===== src/rtl/aes_dec_round_sched_if.sv =====
// Host-side block transfer bundle for the AES-128 inverse-round scheduler:
// a ciphertext handshake in and a plaintext handshake out.
interface aes_dec_round_sched_if;
    logic         in_valid;
    logic         in_ready;
    logic [127:0] in_data;
    logic         out_valid;
    logic         out_ready;
    logic [127:0] out_data;

    modport master (
        output in_valid, in_data, out_ready,
        input  in_ready, out_valid, out_data
    );

    modport slave (
        input  in_valid, in_data, out_ready,
        output in_ready, out_valid, out_data
    );
endinterface


===== src/rtl/aes_dec_round_sched.sv =====
// Iterative AES-128 decryption scheduler: owns the working state and drives a
// shared external inverse-round datapath through INIT, NR-1 ROUNDs and FINAL.
module aes_dec_round_sched #(
    parameter int NR     = 10,
    parameter int DP_LAT = 0
) (
    input  logic                       clk,
    input  logic                       reset,
    input  logic                       abort,
    aes_dec_round_sched_if.slave       host,
    output logic [3:0]                 key_idx,
    output logic [1:0]                 dp_mode,
    output logic [127:0]               dp_state,
    input  logic [127:0]               dp_result,
    output logic                       busy,
    output logic [15:0]                blk_count
);

    typedef enum logic [2:0] {
        S_IDLE,
        S_INIT,
        S_ROUND,
        S_FINAL,
        S_DONE
    } state_t;

    state_t       state;
    logic [127:0] state_reg;
    logic [127:0] out_data_q;
    logic [3:0]   rnd;
    logic [1:0]   wcnt;
    logic         cap;

    // Capture edge: the datapath inputs have been held for DP_LAT+1 cycles.
    assign cap = (wcnt == 2'(DP_LAT));

    always_ff @(posedge clk or negedge reset) begin
        if (!reset) begin
            state      <= S_IDLE;
            state_reg  <= '0;
            out_data_q <= '0;
            rnd        <= '0;
            wcnt       <= '0;
            blk_count  <= '0;
        end else if (abort) begin
            state <= S_IDLE;
            rnd   <= '0;
            wcnt  <= '0;
        end else begin
            case (state)
                S_IDLE: begin
                    if (host.in_valid) begin
                        state_reg <= host.in_data;
                        rnd       <= 4'(NR);
                        wcnt      <= '0;
                        state     <= S_INIT;
                    end
                end
                S_INIT, S_ROUND, S_FINAL: begin
                    if (cap) begin
                        state_reg <= dp_result;
                        wcnt      <= '0;
                        if (state == S_FINAL) begin
                            out_data_q <= dp_result;
                            state      <= S_DONE;
                        end else begin
                            rnd   <= rnd - 4'd1;
                            state <= (state == S_ROUND && rnd == 4'd1) ? S_FINAL : S_ROUND;
                        end
                    end else begin
                        wcnt <= wcnt + 2'd1;
                    end
                end
                S_DONE: begin
                    if (host.out_ready) begin
                        blk_count <= blk_count + 16'd1;
                        state     <= S_IDLE;
                    end
                end
                default: state <= S_IDLE;
            endcase
        end
    end

    // Datapath controls are pure decodes of the registered state, so they stay
    // stable for the whole hold window of each round.
    always_comb begin
        key_idx = '0;
        dp_mode = 2'd0;
        busy    = 1'b0;
        case (state)
            S_INIT:  begin dp_mode = 2'd1; key_idx = rnd; busy = 1'b1; end
            S_ROUND: begin dp_mode = 2'd2; key_idx = rnd; busy = 1'b1; end
            S_FINAL: begin dp_mode = 2'd3; key_idx = rnd; busy = 1'b1; end
            default: ;
        endcase
    end

    assign dp_state       = state_reg;
    assign host.in_ready  = (state == S_IDLE);
    assign host.out_valid = (state == S_DONE);
    assign host.out_data  = out_data_q;

endmodule


===== src/flat_wrapper.sv =====
// flat-port wrapper written by rule: the top's interface ports become plain ports
module aes_dec_round_sched_flat 
#(
    parameter int NR     = 10,
    parameter int DP_LAT = 0
)
  (clk, reset, abort, key_idx, dp_mode, dp_state, dp_result, busy, blk_count, host_in_valid, host_in_data, host_out_ready, host_in_ready, host_out_valid, host_out_data);
  aes_dec_round_sched_if host_i ();
  input  logic clk;
  input  logic reset;
  input  logic abort;
  output logic [3:0] key_idx;
  output logic [1:0] dp_mode;
  output logic [127:0] dp_state;
  input  logic [127:0] dp_result;
  output logic busy;
  output logic [15:0] blk_count;
  input wire logic [$bits(host_i.in_valid)-1:0] host_in_valid;
  input wire logic [$bits(host_i.in_data)-1:0] host_in_data;
  input wire logic [$bits(host_i.out_ready)-1:0] host_out_ready;
  output wire logic [$bits(host_i.in_ready)-1:0] host_in_ready;
  output wire logic [$bits(host_i.out_valid)-1:0] host_out_valid;
  output wire logic [$bits(host_i.out_data)-1:0] host_out_data;
  assign host_i.in_valid = host_in_valid;
  assign host_i.in_data = host_in_data;
  assign host_i.out_ready = host_out_ready;
  assign host_in_ready = host_i.in_ready;
  assign host_out_valid = host_i.out_valid;
  assign host_out_data = host_i.out_data;
  aes_dec_round_sched #(.NR(NR), .DP_LAT(DP_LAT)) u_core (.clk(clk), .reset(reset), .abort(abort), .host(host_i), .key_idx(key_idx), .dp_mode(dp_mode), .dp_state(dp_state), .dp_result(dp_result), .busy(busy), .blk_count(blk_count));
endmodule

===== config.mk =====
export PLATFORM = sky130hd
export DESIGN_NAME = aes_dec_round_sched_flat
export DESIGN_NICKNAME = d
export VERILOG_FILES = /design/src/rtl/aes_dec_round_sched_if.sv /design/src/rtl/aes_dec_round_sched.sv /design/src/flat_wrapper.sv
export SDC_FILE = /design/constraint.sdc
export NUM_CORES = 1
export LEC_CHECK = 0
export CAP_MARGIN = 20
export CORE_AREA = 3 3 209 211
export CTS_CLUSTER_DIAMETER = 50
export CTS_CLUSTER_SIZE = 40
export DETAILED_ROUTE_END_ITERATION = 8
export DIE_AREA = 0 0 212 214
export PLACE_DENSITY = 0.55
export SETUP_SLACK_MARGIN = 0.15
export SLEW_MARGIN = 10
export SYNTH_ARGS = -nofsm -noshare
export SYNTH_HDL_FRONTEND = slang
export SYNTH_SLANG_ARGS = --single-unit

===== constraint.sdc =====
create_clock -name clk -period 2.57 [get_ports clk]
set_input_delay 0.514 -clock clk [delete_from_list [all_inputs] [get_ports clk]]
set_output_delay 0.514 -clock clk [all_outputs]
set_load 0.1 [all_outputs]

Yosys cells after proc, flatten, opt, wreduce, memory -nomap -nowiden. Cells that the tools add are included.

Multiplexer cells: 22. Reductions and logical operators: 12. Bitwise operators: 1. Eq/ne operators: 11. Add/sub/neg operators: 3.

Operators by type and width (count): two-way mux 128 bit (2); one-hot mux 128 bit (2 select lines) (1); two-way mux 4 bit (5); adder 16 x 1 -> 16 bit, second input constant (1); two-way mux 3 bit (5); AND reduction 4 bit (3); != test 3 bit, second input constant (3); one-hot mux 3 bit (3 select lines) (1); one-hot mux 4 bit (2 select lines) (1); == test 3 x 2 -> 1 bit, second input constant (2); two-way mux 2 bit (3); one-hot mux 2 bit (3 select lines) (1); AND reduction 3 bit (2); == test 4 x 1 -> 1 bit, second input constant (1); one-hot mux 2 bit (2 select lines) (1); subtractor 4 x 1 -> 4 bit, second input constant (1); == test 3 x 1 -> 1 bit, second input constant (1); == test 3 bit, second input constant (1); zero test 3 bit (1); != test 3 x 1 -> 1 bit, second input constant (1); nonzero test 3 bit (1); OR reduction 3 bit (1); adder 2 x 1 -> 2 bit, second input constant (1); zero test 2 bit (1); 7 further kinds (8).

Output and inout bits: 281. Bits of input ports: 261. Logic and storage cells: 55. Register bits after elaboration: 281.

Logic depth before layout (Yosys ltp). Gate-level depths: netlist of run 1.

Word-level depth: 7. Depth in mapped cells: 8. Mapped depth without buffers: 6.

Worst setup path after synthesis of run 1. No wires, ideal clock.

Path kind: register to register. Start: reg u_core.state[1]. End: reg u_core.blk_count[1]. Path buffers: 1. Clock period less this slack: 3602 ps. Data arrival time: 3476 ps. Data required time: 2444 ps. Library setup time: 126 ps. Setup slack: -1032 ps. Stages on the path, launching flop included: 6. Path through: dfrtp_1 > buf_2 > nor3b_1 > nor2b_1 > nand2_1 > mux2_2.

Longest elaborated chain between the ends: 2.

Ends and longest elaborated chain: start: declaration (line aes_dec_round_sched.sv:27) `state_t state;`; start signal: assignment (line aes_dec_round_sched.sv:68) `state <= (state == S_ROUND && rnd == 4'd1) ? S_FINAL : S_ROUND;`; == test 3 bit; named net host_out_valid (line flat_wrapper.sv:22) `output wire logic [$bits(host_i.out_valid)-1:0] host_out_valid;`; AND reduction 3 bit (no source line); end signal: assignment (line aes_dec_round_sched.sv:76) `blk_count <= blk_count + 16'd1;`; end: declaration (line aes_dec_round_sched.sv:16) `output logic [15:0] blk_count`.

The timed path passes the listed nets, and every way through them passes these cells. A chain may end at the register's enable or synchronous reset.

Worst setup path in the final report of run 1.
Start: reg u_core.state[0]. End: out key_idx[2].

Longest elaborated chain between the ends: 3. Elaborated cells on any way between the ends: 5. Classes of those cells: eq/ne (3); mux (1); reduce/logical (1).

Ends and longest elaborated chain: == test 3 x 1 -> 1 bit / == test 3 x 2 -> 1 bit (equally long branches) (line aes_dec_round_sched.sv:91) `case (state)`; OR reduction 3 bit (no source line) *; two-way mux 4 bit * (line aes_dec_round_sched.sv:91); end: declaration (line flat_wrapper.sv:12) `output logic [3:0] key_idx;`.

Mark *: on every way between the ends. The rest lies on a longest branch, timed or not.

==> reports/qor.csv, run 1 <==
metric,value,unit
Crit path required time,2060,ps
fmax,431,MHz
register area share after synthesis,59.7,%
CP top delay family,flip-flops,
Overall Global Routing Usage,18.5,%
#FFs+latches synth,281,
ys async rst share,100,%
worst hold path class,reg2reg,
Critical path origin,u_core.state[0],
hold_sp,u_core.blk_count[15],
R2R Setup Slk,550,ps
critical path depth in cells,4,
Core Footprint,41900,um^2
die extent in x,212,um
gr ovfl total,0,
# IOs,542,
Layout Utilization,45.1,%
vias per inst,4.63,
Max-slew headroom,59.6,%
WP buf/inv,2,
clock sinks,281,
RSZ-0062 raised after global routing,false,
CP Capture Type,output port,
# fillers,3970,
Initial Util,28.1,%
Die Height,214,um
status,completed,
storage element area,7040,um^2
synth warn,0,
DP HPWL,32.5,mm
post-route ant nets,0,
layout cells sized above 1,32.3,%
slowest stage cell on the critical path,dfrtp_2,
Tmin final,2320,ps
WP data arrival,1810,ps
Slew @ Worst Pin,606,ps
Maximum Capacitance Violations,0,
reg2reg start,u_core.state[1],
First DRT Iteration DRCs,515,
via count,10300,
Worst Setup Start Kind,flop,
initial antenna violation count,2,
Yosys top cell area share,59.7,%
critical-path cell list,"o21bai_4, inv_4, and2_2, buf_12",
Wirelength per Cell,19.4,um
GPL Wtd Cong,0.813,
worst reg2reg path depth,7,
Final Setup Violations,0,
Num CTS Buffers,39,
Clock Tree Root,clkbuf_16,
Layout area overhead,60.6,%
vias in the first global route,10900,
largest net degree at the start of global routing,78,
DRT Wirelength,43.1,mm
first-pass GRT wire length,65.6,mm
ys flop type,dfrtp_1,
instance count of the mapped netlist,1101,
fin worst setup slack,248,ps
post-layout net count,1925,
Mapped Nets,1367,
CP Class,reg2out,
synthesized area,11800,um^2
H-tree depth,2,
worst hold path depth,1,
top post-synthesis cells by area,"dfrtp_1, mux2_2, nand2_1",
"area leader, netlist",dfrtp_1,
DP Worst Slack,187,ps
CTS tree,done,
syn_area_per_cell,10.7,um^2
"Reg clk slew, reported paths",50,ps
DRC,0,
DIE AREA,45400,um^2
Final Slew Violations,0,
CTS max path bufs,3,
count of cell types in the netlist,36,
Pre-antenna DRT Iters,5,
final worst-path cycle share,90.4,%
insertion delay to the later sink of the worst-skew pair,540,ps
Post-synth EDFFs,0,
clk_skew,10.1,ps
count of buffers from port buffering,541,
"Max FO, Critical Path",13,
FP Rows,75,
"Hold Violations, Final",0,
CP peak stage delay,520,ps
area of the multi-input gates,4380,um^2
## Yosys cell counts (all sizes together), types with 3 or more instances
cell	n
nand4	9
nand2	266
mux2	129
xor2	3
o21ai	8
nor2	137
ha	5
buf	46
a31oi	129
inv	7
nand3	6
xnor2	13
nor3	7
clkbuf	30
a21oi	6
dfrtp	281
## cells in the final DEF (no fill, tap or decap), types with 7 or more instances in the layout
cell type,n
nand2_1,266
xnor2_1,13
dfrtp_1,278
clkbuf_16,41
mux2_2,129
a31oi_1,129
buf_12,25
buf_4,306
nor2_1,137
clkdlybuf4s50_1,259
nand4_1,9
o21ai_0,7
## per-stage QoR
stage,cells,hold WS (ps),TNS [ps],area [um^2]
detailed placement,2151,470,0,17500
finish,2227,478,0,18900
CTS,2221,477,0,18900
global placement,2151,468,0,17500
global route,2227,502,0,18900
floorplan,1101,218,-165,11800
## path summary, 6_finish.rpt
path                                   endpoint
min in group asynchronous   u_core.dp_state[90]
min reg2reg                u_core.blk_count[15]
min                        u_core.blk_count[15]
max                                  key_idx[2]
max in group asynchronous  u_core.dp_state[118]
max reg2reg                 u_core.dp_state[90]
## cells by family (layout without fill, tap and decap cells)
| family | after synthesis | count (layout) | share of synthesized area [%] |
|---|---|---|---|
| multiplexers | 130 | 130 | 12.4 |
| AO/OA/AOI/OAI | 148 | 148 | 7.82 |
| buffers and inverters | 83 | 668 | 3.34 |
| adder cells (fa/ha/maj) | 5 | 5 | 0.532 |
| XOR/XNOR | 16 | 16 | 1.19 |
| other | 0 | 2 | 0 |
| flip-flops | 281 | 281 | 59.7 |
| AND/OR/NAND/NOR | 438 | 438 | 14.9 |
## cell type report
cell class,count,area share [%]
tap,539,3.57
timing repair buffer,593,28.7
inverter,7,0.152
multi-input combinational,737,23.2
sequential,281,37.2
clock buffer,45,5.67
antenna,2,0.0265
clock inverter,23,1.48
## worst register-to-register path: stages (launching register included)
cell      delay, ps
dfrtp_2         460
buf_4           180
or3b_1          410
a21boi_4        220
buf_12          240
buf_4           230
nor2_1           40
a31oi_1         150
## layer usage
metal  up-vias  share of wire (%)  global-route usage (%)
met3        61                8.5                    5.81
met5         -                  0                       0
met4         0                2.8                    6.70
met1      4976                 40                    22.2
li1       4890                  -                       -
met2       378                 49                    31.3
## repair_timing
item,4_1_cts,5_1_grt
buffers inserted,1,4
pin swaps,1,1
setup endpoints to repair,3,2
endpoints found under the hold margin,56,0
hold buffers,1,0
resized for setup,3,1
Power of run 1 is not shown: default switching activity piles up to over one toggle a cycle in this logic, so the estimate is an artifact.
==> run 2: changes to the inputs <==
==> constraint.sdc (replaced) <==
create_clock -name clk -period 2.57 [get_ports clk]
set_input_delay 0.3855 -clock clk [delete_from_list [all_inputs] [get_ports clk]]
set_output_delay 0.3855 -clock clk [all_outputs]
set_load 0.1 [all_outputs]
==> run 2 against run 1 <==
- global-route usage increased by 0.14 points
- non-clock buffer count decreased by 20
- die area unchanged
- highest routed layer is now met5
- register-to-register slack improved by 90 ps
- critical endpoint unchanged
==> reports/qor.csv, run 2 (synthesis results as in run 1) <==
metric,value,unit,change
status,completed,,unchanged
Die Height,214,um,unchanged
# fillers,4031,,was 3970
"Hold Violations, Final",0,,unchanged
Post-DP Area,17300,um^2,was 17500 um^2
CP Class,reg2out,,unchanged
Wirelength per Cell,19.6,um,was 19.4 um
setup TNS,0,ps,unchanged
final worst-path cycle share,89.3,%,was 90.4%
clk_skew,14.8,ps,was 10.1 ps
H-tree depth,2,,unchanged
Worst Hold Endpoint,u_core.dp_state[121],,was u_core.blk_count[15]
largest net degree at the start of global routing,67,,was 78
DIE AREA,45400,um^2,unchanged
Initial Util,28.1,%,unchanged
Crit path required time,2180,ps,was 2060 ps
die extent in x,212,um,unchanged
Tmin final,2300,ps,was 2320 ps
count of buffers from port buffering,541,,unchanged
insertion delay to the later sink of the worst-skew pair,540,ps,about the same
via count,10300,,about the same
reg2reg end,u_core.dp_state[98],,was u_core.dp_state[90]
CP Capture Type,output port,,unchanged
DRT Wirelength,43.2,mm,was 43.1 mm
CTS tree,done,,unchanged
"Max FO, Critical Path",17,,was 13
Clock Tree Root,clkbuf_16,,unchanged
Max-slew headroom,61.8,%,was 59.6%
layout cells sized above 1,31.6,%,was 32.3%
worst hold path depth,3,,was 1
CTS max path bufs,3,,unchanged
post-layout net count,1904,,was 1925
first-pass GRT wire length,65.6,mm,unchanged
fmax,436,MHz,was 431 MHz
Final Slew Violations,0,,unchanged
Layout area overhead,58.9,%,was 60.6%
"most common cell after layout, fill and taps aside",buf_4,,unchanged
Slew @ Worst Pin,573,ps,was 606 ps
Maximum Capacitance Violations,0,,unchanged
clock sinks,281,,unchanged
GPL Wtd Cong,0.801,,was 0.813
# IOs,542,,unchanged
initial antenna violation count,4,,was 2
"Reg clk slew, reported paths",60,ps,was 50 ps
DRC,0,,unchanged
Core Footprint,41900,um^2,unchanged
RSZ-0062 raised after global routing,false,,unchanged
reg2reg start,u_core.state[1],,unchanged
WP data arrival,1910,ps,was 1810 ps
Worst Setup Start Kind,flop,,unchanged
Pre-antenna DRT Iters,5,,unchanged
vias in the first global route,10800,,was 10900
gr ovfl total,0,,unchanged
FP Rows,75,,unchanged
cell area after layout,18700,um^2,was 18900 um^2
vias per inst,4.66,,was 4.63
First DRT Iteration DRCs,480,,was 515
worst reg2reg path depth,6,,was 7
worst hold path class,in2reg,,was reg2reg
Num CTS Buffers,38,,was 39
hold_sp,host_in_data[121],,was u_core.blk_count[15]
post-route ant nets,0,,unchanged
Overall Global Routing Usage,18.7,%,was 18.5%
DP HPWL,31.4,mm,was 32.5 mm
Final Setup Violations,0,,unchanged
R2R Setup Slk,640,ps,was 550 ps
"commonest cells after routing, fill and taps aside","buf_4, dfrtp_1, nand2_1",,unchanged
run 2: metal layers:
layer | global-route usage [%] | vias to the layer above | part of all wire [%]
met3 | 5.92 | 79 | 8.5
met4 | 7.50 | 2 | 3.4
li1 | - | 4839 | -
met2 | 31.4 | 372 | 49
met1 | 22.0 | 5009 | 40
met5 | 0 | - | 0.030
run 2: per-stage QoR:
| stage | util (%) | hold slack, ps | std cells | setup WS [ps] |
|---|---|---|---|---|
| after floorplan | - | 89.9 | 1101 | 14.3 |
| after global placement | 41.2 | 396 | 2135 | 320 |
| after detailed placement | 41.2 | 404 | 2135 | 221 |
| after CTS | 44.6 | 363 | 2206 | 207 |
| after global routing | 44.6 | 387 | 2209 | 176 |
| final | 44.6 | 406 | 2209 | 274 |
run 2: worst max-delay path: stages, from the launching register on:
cell and delay, ps:
dfrtp_2 510, o21bai_4 280, inv_4 160, and2_2 250, buf_12 160
run 2: timing repair:
action,in CTS,in global routing
gates resized for setup,3,0
endpoints found under the hold margin,57,0
setup buffers,0,0
hold buffers,1,0
endpoints found under the setup margin,4,0
run 2: how the worst max path moves through the flow:
stage	start	endpoint	slack, ps	depth (start not counted)
6_report	u_core.state[1]	key_idx[2]	270	4
5_1_grt	u_core.state[1]	key_idx[2]	180	4
4_1_cts	u_core.state[1]	key_idx[1]	210	4
3_5_place_dp	host_in_valid	u_core.dp_state[77]	220	7
3_3_place_gp	host_in_valid	u_core.dp_state[82]	320	7
2_1_floorplan	u_core.state[1]	u_core.blk_count[1]	10	5
run 2: area by class of cell:
type / instances / area (um^2) / share of cell area [%]
timing repair buffer: 573 / 5230 / 28.0
clock buffer: 45 / 1080 / 5.78
sequential: 281 / 7030 / 37.6
clock inverter: 24 / 262 / 1.40
antenna: 3 / 7.51 / 0.0401
inverter: 7 / 28.8 / 0.154
multi-input combinational: 737 / 4380 / 23.4
tap: 539 / 674 / 3.61
Power of run 2 is left out for the same reason.
